==> config.mk <==
export PLATFORM = sky130hd
export DESIGN_NAME = extrema_cmp_scheduler
export DESIGN_NICKNAME = d
export VERILOG_FILES = /design/src/rtl/sift_det_pkg.sv /design/src/rtl/nbr_group_mux.sv /design/src/rtl/extrema_cmp_scheduler.sv
export SDC_FILE = /design/constraint.sdc
export NUM_CORES = 1
export LEC_CHECK = 0
export BUFFER_PORTS_ARGS = -buffer_cell sky130_fd_sc_hd__buf_2
export CORE_ASPECT_RATIO = 0.5
export CORE_MARGIN = 2
export CORE_UTILIZATION = 26
export CTS_BUF_LIST = sky130_fd_sc_hd__clkbuf_8
export DETAILED_ROUTE_END_ITERATION = 6
export GPL_ROUTABILITY_DRIVEN = 0
export GPL_TIMING_DRIVEN = 0
export SLEW_MARGIN = 20
export SYNTH_ARGS = -nofsm -noshare
export SYNTH_HDL_FRONTEND = slang
export SYNTH_HIERARCHICAL = 1
export SYNTH_SLANG_ARGS = --single-unit
==> constraint.sdc <==
create_clock -name iclk -period 16.6 [get_ports iclk]
set_clock_uncertainty 0.05 [all_clocks]
set_input_delay 0.83 -clock iclk [delete_from_list [all_inputs] [get_ports iclk]]
set_output_delay 0.83 -clock iclk [all_outputs]
set_load 0.005 [all_outputs]
==> src/rtl/sift_det_pkg.sv <==
// Shared constants and state encoding for the DoG extremum detector.
package sift_det_pkg;

  localparam int DATA_W   = 8;                  // DoG sample width
  localparam int NUM_NBR  = 26;                 // neighbours in a 3x3x3 cube
  localparam int NUM_GRP  = (NUM_NBR + 2) / 3;  // groups of three neighbours
  localparam int GRP_W    = $clog2(NUM_GRP);
  localparam int NUM_SLOT = NUM_GRP * 3;        // neighbour slots incl. padding
  localparam int SLOT_W   = $clog2(NUM_SLOT);

  typedef enum logic [1:0] {
    IDLE  = 2'd0,
    ISSUE = 2'd1,
    DRAIN = 2'd2,
    DONE  = 2'd3
  } state_e;

  // Flat slot index of lane (0..2) within group grp.
  function automatic logic [SLOT_W-1:0] slot_idx(input logic [GRP_W-1:0] grp,
                                                 input logic [1:0]       lane);
    return SLOT_W'(grp) * SLOT_W'(3) + SLOT_W'(lane);
  endfunction

endpackage

==> src/rtl/nbr_group_mux.sv <==
// Selects the three neighbours of one comparator group. Slots past the last
// real neighbour carry the centre value, which passes both <= and >= tests.
module nbr_group_mux
  import sift_det_pkg::*;
(
  input  logic [GRP_W-1:0]          grp,
  input  logic [DATA_W-1:0]         center,
  input  logic [NUM_NBR*DATA_W-1:0] nbr,
  output logic [DATA_W-1:0]         b0,
  output logic [DATA_W-1:0]         b1,
  output logic [DATA_W-1:0]         b2
);

  logic [DATA_W-1:0] slot_s [NUM_SLOT];
  logic [SLOT_W-1:0] idx0_s;
  logic [SLOT_W-1:0] idx1_s;
  logic [SLOT_W-1:0] idx2_s;

  genvar k;
  generate
    for (k = 0; k < NUM_SLOT; k++) begin : g_slot
      if (k < NUM_NBR) begin : g_real
        assign slot_s[k] = nbr[k*DATA_W +: DATA_W];
      end else begin : g_pad
        assign slot_s[k] = center;
      end
    end
  endgenerate

  assign idx0_s = slot_idx(grp, 2'd0);
  assign idx1_s = slot_idx(grp, 2'd1);
  assign idx2_s = slot_idx(grp, 2'd2);

  // Lane select; an out-of-range group falls back to the neutral centre value.
  always_comb begin
    b0 = center;
    b1 = center;
    b2 = center;
    if (idx0_s < SLOT_W'(NUM_SLOT)) b0 = slot_s[idx0_s];
    else                            b0 = center;
    if (idx1_s < SLOT_W'(NUM_SLOT)) b1 = slot_s[idx1_s];
    else                            b1 = center;
    if (idx2_s < SLOT_W'(NUM_SLOT)) b2 = slot_s[idx2_s];
    else                            b2 = center;
  end

endmodule

==> src/rtl/extrema_cmp_scheduler.sv <==
// Sequences one 3x3x3 DoG extremum test through shared registered 1-vs-3
// min/max comparators: 9 groups issued back to back, flags ANDed as they
// return one cycle later, result strobed 11 cycles after accept.
module extrema_cmp_scheduler
  import sift_det_pkg::*;
(
  input  logic                      iclk,
  input  logic                      irst,
  input  logic                      iValid,
  output logic                      oReady,
  input  logic [DATA_W-1:0]         iCenter,
  input  logic [NUM_NBR*DATA_W-1:0] iNbr,
  output logic [DATA_W-1:0]         oCmp_a,
  output logic [DATA_W-1:0]         oCmp_b0,
  output logic [DATA_W-1:0]         oCmp_b1,
  output logic [DATA_W-1:0]         oCmp_b2,
  input  logic                      iSmall_en,
  input  logic                      iBig_en,
  output logic                      oValid,
  output logic                      oIsMin,
  output logic                      oIsMax
);

  localparam logic [GRP_W-1:0] LAST_GRP = GRP_W'(NUM_GRP - 1);

  state_e                    state_q,   state_d;
  logic [GRP_W-1:0]          grp_q,     grp_d;
  logic [DATA_W-1:0]         center_q,  center_d;
  logic [NUM_NBR*DATA_W-1:0] nbr_q,     nbr_d;
  logic                      acc_min_q, acc_min_d;
  logic                      acc_max_q, acc_max_d;
  logic                      valid_q,   valid_d;
  logic                      is_min_q,  is_min_d;
  logic                      is_max_q,  is_max_d;

  logic [DATA_W-1:0]         mux_b0_s;
  logic [DATA_W-1:0]         mux_b1_s;
  logic [DATA_W-1:0]         mux_b2_s;

  nbr_group_mux u_mux (
    .grp    (grp_q),
    .center (center_q),
    .nbr    (nbr_q),
    .b0     (mux_b0_s),
    .b1     (mux_b1_s),
    .b2     (mux_b2_s)
  );

  // State, group counter, captured candidate, accumulators and result registers.
  always_ff @(posedge iclk or posedge irst) begin
    if (irst) begin
      state_q   <= IDLE;
      grp_q     <= '0;
      center_q  <= '0;
      nbr_q     <= '0;
      acc_min_q <= 1'b0;
      acc_max_q <= 1'b0;
      valid_q   <= 1'b0;
      is_min_q  <= 1'b0;
      is_max_q  <= 1'b0;
    end else begin
      state_q   <= state_d;
      grp_q     <= grp_d;
      center_q  <= center_d;
      nbr_q     <= nbr_d;
      acc_min_q <= acc_min_d;
      acc_max_q <= acc_max_d;
      valid_q   <= valid_d;
      is_min_q  <= is_min_d;
      is_max_q  <= is_max_d;
    end
  end

  // Next-state logic: capture on accept, step groups, fold in returning flags.
  // The flag seen in the first ISSUE cycle answers no group and is skipped.
  always_comb begin
    state_d   = state_q;
    grp_d     = grp_q;
    center_d  = center_q;
    nbr_d     = nbr_q;
    acc_min_d = acc_min_q;
    acc_max_d = acc_max_q;
    valid_d   = 1'b0;
    is_min_d  = is_min_q;
    is_max_d  = is_max_q;
    case (state_q)
      IDLE: begin
        if (iValid) begin
          state_d   = ISSUE;
          grp_d     = '0;
          center_d  = iCenter;
          nbr_d     = iNbr;
          acc_min_d = 1'b1;
          acc_max_d = 1'b1;
        end else begin
          state_d   = IDLE;
        end
      end
      ISSUE: begin
        if (grp_q != '0) begin
          acc_min_d = acc_min_q & iSmall_en;
          acc_max_d = acc_max_q & iBig_en;
        end else begin
          acc_min_d = acc_min_q;
          acc_max_d = acc_max_q;
        end
        if (grp_q == LAST_GRP) begin
          state_d = DRAIN;
          grp_d   = '0;
        end else begin
          state_d = ISSUE;
          grp_d   = grp_q + GRP_W'(1);
        end
      end
      DRAIN: begin
        acc_min_d = acc_min_q & iSmall_en;
        acc_max_d = acc_max_q & iBig_en;
        valid_d   = 1'b1;
        is_min_d  = acc_min_q & iSmall_en;
        is_max_d  = acc_max_q & iBig_en;
        state_d   = DONE;
      end
      DONE: begin
        state_d = IDLE;
      end
      default: begin
        state_d = IDLE;
      end
    endcase
  end

  // Comparator operands are driven only while issuing, zero otherwise.
  always_comb begin
    oCmp_a  = '0;
    oCmp_b0 = '0;
    oCmp_b1 = '0;
    oCmp_b2 = '0;
    if (state_q == ISSUE) begin
      oCmp_a  = center_q;
      oCmp_b0 = mux_b0_s;
      oCmp_b1 = mux_b1_s;
      oCmp_b2 = mux_b2_s;
    end else begin
      oCmp_a  = '0;
      oCmp_b0 = '0;
      oCmp_b1 = '0;
      oCmp_b2 = '0;
    end
  end

  assign oReady = (state_q == IDLE);
  assign oValid = valid_q;
  assign oIsMin = is_min_q;
  assign oIsMax = is_max_q;

endmodule

## Yosys cells after proc, flatten, opt, wreduce, memory -nomap -nowiden

Cells that the tools add are included.

| operators by class | value |
|---|---|
| $add $sub $neg | 3 |
| multiply operators | 1 |
| magnitude comparators | 6 |
| eq/ne operators | 6 |
| mux-type cells | 28 |
| bitwise logic cells | 5 |
| reduce and logical (&&, ||, !) cells | 7 |

Operators with widths:

| kind | number |
|---|---|
| 8-bit binary-select mux with 5-bit select | 3 |
| 8-bit two-way mux | 13 |
| 6-bit greater-or-equal comparator, second input constant | 3 |
| 5-bit inverter with 6-bit output | 3 |
| 5-bit less-than comparator, second input constant | 3 |
| 4-bit two-way mux | 2 |
| 2-bit one-hot mux with 4 select lines | 1 |
| 4-bit one-hot mux with 2 select lines | 1 |
| 1-bit one-hot mux with 3 select lines | 2 |
| 5-bit by 1-bit adder with 5-bit output, second input constant | 1 |
| 5-bit by 2-bit adder with 5-bit output, second input constant | 1 |
| 4-bit by 2-bit multiplier with 5-bit output, second input constant | 1 |
| 1-bit two-way mux | 5 |
| 4-bit by 1-bit adder with 4-bit output, second input constant | 1 |
| 2-bit equality test, second input constant | 2 |
| 4-bit equality test, second input constant | 1 |
| 2-bit inequality test, second input constant | 2 |
| 2-bit AND reduction | 2 |
| 4-bit nonzero test | 1 |
| 3-bit AND reduction | 1 |
| 3-bit nonzero test | 1 |
| 1-bit bitwise AND | 2 |
| 2-bit by 1-bit equality test with 1-bit output, second input constant | 1 |
| 2-bit logical NOT | 1 |
| other kinds (2) | 2 |

| word-level totals | value |
|---|---|
| bits in registers | 227 |
| input bits | 221 |
| output and inout port bits | 36 |
| logic and storage cells | 65 |

## Longest topological paths before layout

| depth | value |
|---|---|
| word-level depth | 8 |
| depth in mapped cells | 16 |

## Cells and area by module

Netlist, hierarchy kept.

By module, submodules not included:

| module | times used | cells each | area an instance (sq um) | seq. area each (sq um) |
|---|---|---|---|---|
| extrema_cmp_scheduler | 1 | 551 | 8866.0 | 5680.4 |
| nbr_group_mux | 1 | 518 | 5781.8 | 0.0 |

## Least setup slack after synthesis

OpenSTA, ideal clock, no wires.

| timing path | value |
|---|---|
| path kind | register to output |
| start point | register grp_q[1] |
| end point | output oCmp_b2[2] |
| arrival time | 3.480 ns |
| slack | 12.240 ns |
| cell stages (with the launch flop) | 16 |
| path buffers | 6 |
| path through | dfrtp_1 > inv_1 > ha_1 > buf_2 > inv_2 > buf_2 > clkbuf_1 > ha_1 > buf_2 > buf_2 > clkbuf_1 > mux4_2 > nand2_1 > a31oi_1 > mux2_2 > and2_1 |

| between the ends | value |
|---|---|
| longest elaborated chain between the ends | 8 |
| elaborated cells on any way between the ends | 9 |
| classes of those cells | add/sub (1); mul (1); order compare (1); mux (5); bitwise (1) |

RTL lines:

| item | line | source |
|---|---|---|
| start, declared | extrema_cmp_scheduler.sv:27 | `logic [GRP_W-1:0] grp_q, grp_d;` |
| start signal, assigned | extrema_cmp_scheduler.sv:63 | `grp_q <= grp_d;` |
| 4-bit by 2-bit multiplier with 5-bit output (*) | sift_det_pkg.sv:21 | `return SLOT_W'(grp) * SLOT_W'(3) + SLOT_W'(lane);` |
| 5-bit by 2-bit adder with 5-bit output (*) | sift_det_pkg.sv:21 |  |
| 5-bit inverter with 6-bit output (not written as such) | nbr_group_mux.sv:43 | `if (idx2_s < SLOT_W'(NUM_SLOT)) b2 = slot_s[idx2_s];` |
| 8-bit binary-select mux with 5-bit select | nbr_group_mux.sv:43 |  |
| 8-bit two-way mux (not written as such) (2 in a row) | nbr_group_mux.sv:43 |  |
| 8-bit two-way mux (*) | nbr_group_mux.sv:43 |  |
| net mux_b2_s[2] | extrema_cmp_scheduler.sv:38 | `logic [DATA_W-1:0] mux_b2_s;` |
| 8-bit two-way mux (*) | extrema_cmp_scheduler.sv:138 | `if (state_q == ISSUE) begin` |
| end, declared | extrema_cmp_scheduler.sv:16 | `output logic [DATA_W-1:0] oCmp_b2,` |

The timed path passes the listed nets; every way through them passes the cells marked *. The select of a mux whose other input is x is not followed.

## Worst setup path after layout

| timing path | value |
|---|---|
| start point | register grp_q[1] |
| end point | output oCmp_b2[5] |

Same word-level chain as after synthesis.

==> impl_metrics.csv <==
group,metric,value,unit
worst_setup_path,worstPathRequired,15.72,ns
synthesis,post_synth_top_flop,"dfrtp_1",
cells_and_area,area.sequential,5680,um2
worst_setup_path,crit_path_frequent_cell,"buf_2",
clock_network,cts_sinks,227,
clock_network,cts.clk_slew.worst_paths,0.07,ns
synthesis,yosys.area_share.simple,5.36,%
floorplanning,die-area,58400,um2
floorplanning,row_count,61,
status,outcome,"complete, but fails checks",
synthesis,synthXorXnorAreaFrac,0.837,%
clock_network,cts_root_buffer,"clkbuf_8",
grt,maximum_number_of_pins_on_one_net_before_global_route_repair,101,
detailed_routing,vias_after_detailed_routing,11800,
sta,fmax,148,MHz
cells_and_area,largest_reg_flops,208,
cells_and_area,design.final.nets,1603,
sta,final-hold-violation-count,0,
clock_network,tritoncts,"yes",
cells_and_area,area_taken_by_multi_input_logic_gates,8370,um2
worst_setup_path,crit_type,"register to output pin",
clock_network,cts_made_buffers,39,
worst_setup_path,cp_cell_sequence,"inv_1, ha_1, buf_2, inv_2, buf_2, clkbuf_1, ha_1, buf_2, buf_2, clkbuf_1, mux4_2, nand2_1, a21oi_1, a21oi_1, o22ai_1, and2_1, buf_2",
worst_setup_path,endpoint_kind,"output pin",
worst_setup_path,timing.critical_path.arrival,5.90,ns
floorplanning,die_w,340,um
detailed_routing,drc,1,
synthesis,postSynthCellCount,1069,
synthesis,synth_compound_area_share,6.59,%
synthesis,post_synth_edffs,0,
placement,place_hpwl,42.7,mm
floorplanning,initial_core_util,26.3,%
grt,groute.usage.overall,18.4,%
detailed_routing,routed_wl,55.0,mm
detailed_routing,detailedRoute.firstPassIterationCount,7,
cells_and_area,area_delta_synth_final,21.2,%
clock_network,holdBufCountCts,0,
detailed_routing,routedWlPerCell,25.6,um
synthesis,yosysWarnings,6,
min_path,min-delay-path-class,"primary input to asynchronous set/reset pin",
grt,grt_pass1_vias,11800,
sta,final_cycle_share,40.8,%
cells_and_area,regMostFlops,"nbr_q",
synthesis,avgSynthCellArea,13.7,um2
sta,fin_setup_tns,0,ns
synthesis,ys_ff_latch,227,
detailed_routing,detail_route.iter0.violations,1712,
sta,post-route-min-period,6.78,ns
synthesis,synth.net_count,1304,
clock_network,clock_latency,0.58,ns
flow_run,drv_cap,0,
worst_setup_path,critPathLaunchType,"register",
grt,global_route_wire_length_before_repair,78.2,mm
synthesis,synth-seq-area-share,38.8,%
cells_and_area,most_frequent_standard_cell_in_the_layout_excluding_fill_and_tap_cells,"buf_2",
sta,rsz0062_at_grt,"false",
grt,antenna_violations_before_repair,2,
floorplanning,io_pins,257,
sta,worst_slew_pin_slew,1.18,ns
worst_setup_path,cp_slowest_stage_delay,0.67,ns
synthesis,synth_top_family_by_area,"multiplexers",
sta,max_slew_margin,21.0,%
cells_and_area,final_cell_mix,"297 x buf_2, 227 x dfrtp_1, 152 x mux4_2",
synthesis,synthArstFlopShare,100,%
synthesis,synth_area_in_adders,1.25,%
detailed_routing,detail-route-antenna-nets,0,
synthesis,mappedNetlistArea,14600,um2
sta,final_count_of_negative_setup_slack_endpoints,0,
worst_setup_path,timing.critical_path.fanout_max,11,
detailed_routing,vias_per_cell,5.49,
synthesis,yosysUniqueCellTypes,56,
grt,gr-total-overflow,0,
cells_and_area,final_layout_size_suffix_gt1_share,45.0,%
cells_and_area,final.fill_count,5580,
worst_setup_path,r2r.worst_path.cells,6,
clock_network,max-clock-path-buffers,3,
worst_setup_path,critical-path-slowest-cell,"clkbuf_1",
status,violations,"design-rule violations",
synthesis,yosys-mux-area-fraction,43.1,%
clock_network,cts.repair_timing.setup_buffer_count,0,
floorplanning,coreArea,55600,um2
placement,placement.io_buffers,256,
sta,maxSlewViolCount,0,
clock_network,h_tree_level_count,2,
cells_and_area,reg.largest.list,"nbr_q: 208 flops, center_q: 8 flops, grp_q: 4 flops",
floorplanning,dieHeight,172,um
clock_network,cts_resized,0,
[critical path: cells and delay by family (launching register included)]
family / cells / cell delay, ns
mux: 1 / 0.35
simple gates: 2 / 0.28
flops: 1 / 0.52
fa+ha+maj: 2 / 0.52
compound gates: 3 / 0.60
buf+inv: 9 / 3.02
[cells by family (layout without fill, tap and decap cells)]
group | Yosys count | after routing
adder cells (fa/ha/maj) | 14 | 14
buffers and inverters | 105 | 431
AO/OA/AOI/OAI | 145 | 145
XOR/XNOR | 9 | 9
AND/OR/NAND/NOR | 157 | 157
flip-flops | 227 | 227
other | 0 | 2
multiplexers | 412 | 412
[final timing paths]
kind                             from    endpoint  slack, ns
setup / recovery             grp_q[1]  oCmp_b2[5]       9.82
hold / removal                   irst   nbr_q[66]       0.18
setup reg to reg           state_q[0]  nbr_q[128]      14.46
hold reg to reg             acc_min_q   acc_min_q       0.47
max in group asynchronous        irst  nbr_q[135]      15.49
min in group iclk           iNbr[103]  nbr_q[103]       0.41
[Yosys cell counts (all sizes together) (3+ instances only)]
| cell | count | area share (%) |
|---|---|---|
| ha | 13 | 1.1 |
| xnor2 | 5 | 0.30 |
| inv | 17 | 0.44 |
| mux2 | 226 | 17 |
| mux4 | 152 | 23 |
| nor2b | 4 | 0.17 |
| o22ai | 13 | 0.56 |
| o211a | 4 | 0.27 |
| dfrtp | 227 | 39 |
| nand3 | 20 | 0.68 |
| and3 | 6 | 0.26 |
| a21oi | 36 | 1.2 |
| o21ai | 23 | 0.79 |
| clkbuf | 22 | 0.56 |
| a31oi | 8 | 0.34 |
| nand2 | 56 | 1.5 |
| a211oi | 3 | 0.15 |
| nor2 | 16 | 0.41 |
| a2bb2oi | 6 | 0.36 |
| a221oi | 6 | 0.36 |
| a22oi | 12 | 0.62 |
| nor3 | 8 | 0.27 |
| o211ai | 10 | 0.51 |
| a22o | 6 | 0.36 |
| mux2i | 34 | 2.3 |
| o221ai | 3 | 0.18 |
| nand3b | 3 | 0.15 |
| a211o | 3 | 0.18 |
| and2 | 34 | 1.5 |
| buf | 66 | 3.1 |
[layer usage]
metal  GRT usage (%)  vias up  part of all wire [%]
met5               0        -                     0
met4            8.85        0                   5.2
met3            4.20      155                    10
met2            31.5      778                    49
met1            22.0     6084                    35
li1                -     4795                     -
[metrics by stage]
step / util (%) / hold slack (ns) / cells / setup WS (ns) / area [um2]
2_1_floorplan: - / 0.420 / 1069 / 9.50 / 14600
3_3_place_gp: 30.3 / 0.445 / 2081 / 6.75 / 16900
3_5_place_dp: 30.4 / 0.456 / 2083 / 10.62 / 16900
4_1_cts: 31.9 / 0.156 / 2151 / 9.98 / 17700
5_1_grt: 31.9 / 0.188 / 2152 / 9.67 / 17700
6_report: 31.9 / 0.177 / 2153 / 9.82 / 17800
[layout make-up]
class | count | share of cell area, %
antenna | 2 | 0.0282
buffer | 88 | 3.04
clock buffer | 53 | 4.11
clock inverter | 15 | 0.402
inverter | 17 | 0.402
multi-input combinational | 737 | 47.2
sequential | 227 | 32.0
tap | 756 | 5.33
timing repair buffer | 258 | 7.53
Power is not shown: default switching activity piles up to over one toggle a cycle in this logic, so the estimate is an artifact.
